**config.mk**
```make
export PLATFORM = sky130hd
export DESIGN_NAME = contador_cm_n
export DESIGN_NICKNAME = d
export VERILOG_FILES = /design/src/rtl/contador_cm_pkg.sv /design/src/rtl/contador_bcd_n.sv /design/src/rtl/contador_cm_n.sv
export SDC_FILE = /design/constraint.sdc
export NUM_CORES = 1
export LEC_CHECK = 0
export ABC_AREA = 1
export BUFFER_PORTS_ARGS = -buffer_cell sky130_fd_sc_hd__buf_4
export CAP_MARGIN = 20
export CORE_AREA = 2 2 79 81
export DETAILED_ROUTE_END_ITERATION = 16
export DIE_AREA = 0 0 81 83
export PLACE_DENSITY = 0.53
export SLEW_MARGIN = 30
export SYNTH_ARGS = -nofsm -noshare
export SYNTH_HDL_FRONTEND = slang
export SYNTH_SLANG_ARGS = --single-unit
```
**constraint.sdc**
```tcl
create_clock -name clock -period 2.7 [get_ports clock]
set_input_delay 0.27 -clock clock [delete_from_list [all_inputs] [get_ports clock]]
set_output_delay 0.27 -clock clock [all_outputs]
set_load 0.05 [all_outputs]
```
**src/rtl/contador_cm_pkg.sv**
```systemverilog
// contador_cm_pkg: FSM state codes, default tick divider and BCD helpers shared by contador_cm_n.
package contador_cm_pkg;

    typedef enum logic [2:0] {
        INICIAL = 3'b000,
        MEDE    = 3'b001,
        FIM     = 3'b010,
        ERRO    = 3'b011
    } estado_t;

    localparam int TICK_DIV_PADRAO = 2941;

    function automatic logic [31:0] to_bcd(input int valor);
        logic [31:0] r;
        int x;
        r = '0;
        x = valor;
        for (int i = 0; i < 8; i++) begin
            r[4*i +: 4] = 4'(x % 10);
            x = x / 10;
        end
        return r;
    endfunction

    function automatic logic [31:0] bcd_inc(input logic [31:0] v);
        logic [31:0] r;
        logic vai;
        r = v;
        vai = 1'b1;
        for (int i = 0; i < 8; i++) begin
            if (vai) begin
                r[4*i +: 4] = (v[4*i +: 4] == 4'd9) ? 4'd0 : v[4*i +: 4] + 4'd1;
                vai = (v[4*i +: 4] == 4'd9);
            end
        end
        return r;
    endfunction

endpackage

```
**src/rtl/contador_bcd_n.sv**
```systemverilog
// contador_bcd_n: NDIG-digit cascaded decade counter with synchronous clear and count enable.
module contador_bcd_n #(
    parameter int NDIG = 3
) (
    input  logic              clock,
    input  logic              reset,
    input  logic              zera,
    input  logic              conta,
    output logic [4*NDIG-1:0] valor
);

    for (genvar d = 0; d < NDIG; d++) begin : g_dig
        logic [3:0] dig;
        logic       inc;
        // a digit advances only when every lower digit is about to wrap
        always_comb begin
            inc = conta;
            for (int i = 0; i < d; i++) inc = inc && (valor[4*i +: 4] == 4'd9);
        end
        always_ff @(posedge clock or negedge reset)
            if (!reset) dig <= '0;
            else if (zera) dig <= '0;
            else if (inc) dig <= (dig == 4'd9) ? 4'd0 : dig + 4'd1;
        assign valor[4*d +: 4] = dig;
    end

endmodule

```
**src/rtl/contador_cm_n.sv**
```systemverilog
// contador_cm_n: echo pulse width to centimetres in BCD, with overflow flag and pronto handshake.
// Define CONTADOR_CM_ARRED_EN to round the result to the nearest centimetre.
module contador_cm_n
    import contador_cm_pkg::*;
#(
    parameter int TICK_DIV    = TICK_DIV_PADRAO,
    parameter int NDIG        = 3,
    parameter int MAX_CM      = 400,
    parameter int SYNC_STAGES = 2
) (
    input  logic              clock,
    input  logic              reset,
    input  logic              habilita,
    input  logic              pulso,
    output logic [4*NDIG-1:0] medida,
    output logic              pronto,
    output logic              erro,
    output logic              ocupado,
    output logic [2:0]        db_estado
);

    localparam int TW = $clog2(TICK_DIV);
    localparam logic [4*NDIG-1:0] MAX_BCD = (4*NDIG)'(to_bcd(MAX_CM));

    estado_t estado, prox;
    logic [SYNC_STAGES-1:0] sinc;
    logic [SYNC_STAGES:0]   vld;
    logic                   pulso_s, pulso_d, borda, inicia, fim_tick, conta;
    logic [TW-1:0]          tick_cnt;
    logic [4*NDIG-1:0]      cm, resultado;

    assign pulso_s  = sinc[SYNC_STAGES-1];
    // edges only count once pulso_d holds a genuine sample, so a pulse already high at reset release is ignored
    assign borda    = vld[SYNC_STAGES] && pulso_s && !pulso_d;
    assign inicia   = (estado == INICIAL) && borda && habilita;
    assign fim_tick = pulso_s && (tick_cnt == TW'(TICK_DIV - 1));
    assign conta    = (estado == MEDE) && fim_tick && (cm != MAX_BCD);

    always_ff @(posedge clock or negedge reset)
        if (!reset) begin
            sinc    <= '0;
            vld     <= '0;
            pulso_d <= 1'b0;
        end else begin
            sinc    <= {sinc[SYNC_STAGES-2:0], pulso};
            vld     <= {vld[SYNC_STAGES-1:0], 1'b1};
            pulso_d <= pulso_s;
        end

    always_ff @(posedge clock or negedge reset)
        if (!reset) estado <= INICIAL;
        else estado <= prox;

    always_comb begin
        prox = estado;
        case (estado)
            INICIAL: prox = inicia ? MEDE : INICIAL;
            MEDE:    prox = !pulso_s ? FIM : (fim_tick && cm == MAX_BCD) ? ERRO : MEDE;
            ERRO:    prox = pulso_s ? ERRO : FIM;
            FIM:     prox = INICIAL;
            default: prox = INICIAL;
        endcase
    end

    contador_bcd_n #(.NDIG(NDIG)) u_bcd (
        .clock (clock),
        .reset (reset),
        .zera  (inicia),
        .conta (conta),
        .valor (cm)
    );

`ifdef CONTADOR_CM_ARRED_EN
    logic [4*NDIG-1:0] cm_inc;
    assign cm_inc    = (4*NDIG)'(bcd_inc(32'(cm)));
    assign resultado = (tick_cnt >= TW'(TICK_DIV / 2) && cm != MAX_BCD) ? cm_inc : cm;
`else
    assign resultado = cm;
`endif

    always_ff @(posedge clock or negedge reset)
        if (!reset) begin
            tick_cnt <= '0;
            medida   <= '0;
            erro     <= 1'b0;
        end else begin
            if (inicia) begin
                tick_cnt <= TW'(1);
                erro     <= 1'b0;
            end else if (estado == MEDE && pulso_s) begin
                tick_cnt <= fim_tick ? '0 : tick_cnt + TW'(1);
            end
            if (estado == MEDE && !pulso_s) medida <= resultado;
            if (estado == ERRO && !pulso_s) begin
                medida <= MAX_BCD;
                erro   <= 1'b1;
            end
        end

    assign pronto    = (estado == FIM);
    assign ocupado   = (estado == MEDE) || (estado == ERRO);
    assign db_estado = estado;

endmodule

```
==> flow_summary.toml <==
[yosys]
syn_area_um2 = 2290
netlist.area_leader.share_pct = 49.1
yosysWarnings = 0
synth_top_cell_by_area = "dfrtp_1"
synth_area_per_cell_um2 = 8.49
synthDistinctLibCells = 30
synth-seq-cells = 45
synthTopCellsByArea = "dfrtp_1 49%, nand2_1 8.0%, nand3_1 7.4%, ha_1 6.0%, o21ai_0 5.9%"
syn_inst = 270
syn_nets = 285
seq_area_frac_synth_pct = 49.1

[placed_design]
port_buffers = 20
globalplace.congestion = 0.823
hpwlAfterDp_um = 3250
place_ws_ns = 1.01

[setup_path]
crit_path_max_fanout = 15
worst_ep_required_time_ns = 2.90
worstRegToRegCells = 6
worstPathArrival_ns = 1.87
critical_path_class = "reg2reg"
crit_path_start_kind = "flop"
rr_endpoint = "tick_cnt[6]$_DFFE_PN0P_"
ff2ff_setup_slack_ns = 1.03
timing.rr.start = "db_estado[1]$_DFF_PN0_"
startpoint = "db_estado[1]$_DFF_PN0_"
endpoint_kind = "flop"

[routing]
dr.first_iter.drc_count = 86
detail-route-antenna-nets = 0
finalWirelength_um = 4530
wl_per_cell_um = 12.4
drt_pass1_iterations = 5
post-route-drc-count = 0
vias = 1780
via_per_inst = 4.85

[finish]
final_cell_mix = "49 x nand2_1, 45 x dfrtp_1, 34 x inv_1, 34 x nand3_1, 27 x o21ai_0"
final_nets = 306
areaGrowthSynthToFinish_pct = 12.9
n_antenna_cell = 0
drive_gt1_share_pct = 13.0
fillers = 603
multi_input_area_um2 = 995
ff_latch_area_um2 = 1130
layout_commonest_cell = "nand2_1"

[global_routing]
antenna_found_initial = 0
grt_pass1_wl_um = 8190
grt_usage_pct = 15.3
gr-total-overflow = 0
grt_pass1_vias = 1728
grt_max_degree = 46

[hold_path]
whs_path_depth = 1
hp-start = "pulso"
whs_endpoint = "sinc[0]$_DFF_PN0_"
hp-class = "in2reg"

[pwr]
peakVddDrop_v = 0.000302
p_seq_share_pct = 54.8
p_leak_nw = 1.28
p_sw_w = 0.000422
p_sw_share_pct = 30.2
finalPower_w = 0.00140
internal_power_w = 0.000976
clock_power_share_pct = 29.1
comb_power_share_pct = 16.1
p_per_area_nw_per_um2 = 540

[sta]
max-slew-margin-rel_pct = 53.1
fin_crit_ns = 1.67
setup_slack_ns = 1.03
maxSlewViolCount = 0
worstMarginPinSlew_ns = 0.702
whs_ns = 0.0760
fmax_ghz = 0.600
finClkSkew_ns = 0.0107
finalHoldViolCount = 0
min_period_over_period_pct = 61.7
finalSetupViolCount = 0
rsz0062_at_grt = "false"
finalSetupTns_ns = 0

[floorplanning]
dieArea_um2 = 6720
fp.dieW_um = 81
die_height_um = 83
ioPinCount = 22
rows = 28
core_um2 = 5820
initial_core_util_pct = 39.4

[clock_tree]
cts_setup_buffers = 0
clockBufferDepth = 2
cts_buffers = 5
clkTransAtPathRegs_ns = 0.09
clk_latency_ns = 0.30
cts_tree = "done"
root_buffer = "clkbuf_8"
cts_sinks = 45
post_cts_resized = 0
cts.htree.levels = 2
holdBufCountCts = 1

[job]
drv_cap = 0

[status]
status = "complete, no violations"
## area by class of cell
class                           instances  share of cell area, %
Inverter                               35                   5.07
Multi-Input combinational cell        183                   38.4
Timing Repair Buffer                   21                   6.19
Clock inverter                          2                  0.387
Tap cell                               75                   3.62
Clock buffer                            6                   2.80
Sequential cell                        45                   43.5
## cell usage after synthesis
cell / count
a21oi_1: 3
a31oi_1: 1
and3_1: 1
buf_1: 1
buf_4: 2
buf_6: 1
clkbuf_1: 3
conb_1: 2
dfrtp_1: 45
ha_1: 11
inv_1: 34
inv_2: 1
nand2_1: 49
nand2_2: 2
nand2_4: 1
nand3_1: 34
nand3_2: 2
nand4_1: 4
nand4_2: 1
nor2_1: 25
nor2_2: 2
nor2_4: 1
nor3_1: 2
o211ai_1: 3
o21ai_0: 27
o21ai_1: 1
o21bai_2: 1
o22ai_1: 1
xnor2_1: 2
xor2_1: 7
## registers in the layout, indices dropped and copies added, names as in the netlist
register,flops
pulso_d,1
u_bcd.g_dig.dig,12
medida,12
tick_cnt,12
erro,1
db_estado,2
vld,3
sinc,2
## worst max-delay path, cell delays in order (launching register included)
cell and delay (ns):
dfrtp_1 0.45, nor2_1 0.15, nand3_2 0.31, nand2_2 0.29, inv_1 0.12, o211ai_1 0.18
inv_1 0.05
## how the worst max path moves through the flow
| stage | cells after the start | to |
|---|---|---|
| after floorplan | 2 | pronto |
| after global placement | 6 | tick_cnt[6]$_DFFE_PN0P_ |
| after detailed placement | 7 | tick_cnt[6]$_DFFE_PN0P_ |
| after CTS | 6 | tick_cnt[6]$_DFFE_PN0P_ |
| after global routing | 7 | tick_cnt[5]$_DFFE_PN0P_ |
| final | 6 | tick_cnt[6]$_DFFE_PN0P_ |
## layer usage
layer	GRT usage [%]	wire (um)	vias up
met1	22.3	2260	840
met2	22.3	2040	29
met3	3.70	166	7
li1	-	-	904
met4	4.62	72	0
met5	0	0	-
## power groups by stage
stage	Sequential [W]	Combinational, W	Clock, W
final	0.000766	0.000225	0.000407
after global routing	0.000774	0.000255	0.000451
after CTS	0.000766	0.000230	0.000424
after detailed placement	0.000780	0.000227	0
after global placement	0.000780	0.000227	0
after floorplan	0.000819	0.000119	0
## cells by family after synthesis
logic type,after synthesis,share of synthesized area (%)
AND/OR/NAND/NOR,124,24.8
buffers and inverters,42,7.53
XOR/XNOR,9,3.44
flip-flops,45,49.1
other,2,0.327
AO/OA/AOI/OAI,37,8.78
adder cells (fa/ha/maj),11,6.00
## through the flow
| step | area (um^2) | util [%] | instances |
|---|---|---|---|
| after CTS | 2590 | 44.5 | 367 |
| after floorplan | 2290 | - | 270 |
| after global placement | 2500 | 42.9 | 358 |
| after detailed placement | 2500 | 42.9 | 358 |
| after global routing | 2590 | 44.5 | 367 |
| final | 2590 | 44.5 | 367 |
(Power assumes the default switching activity.)
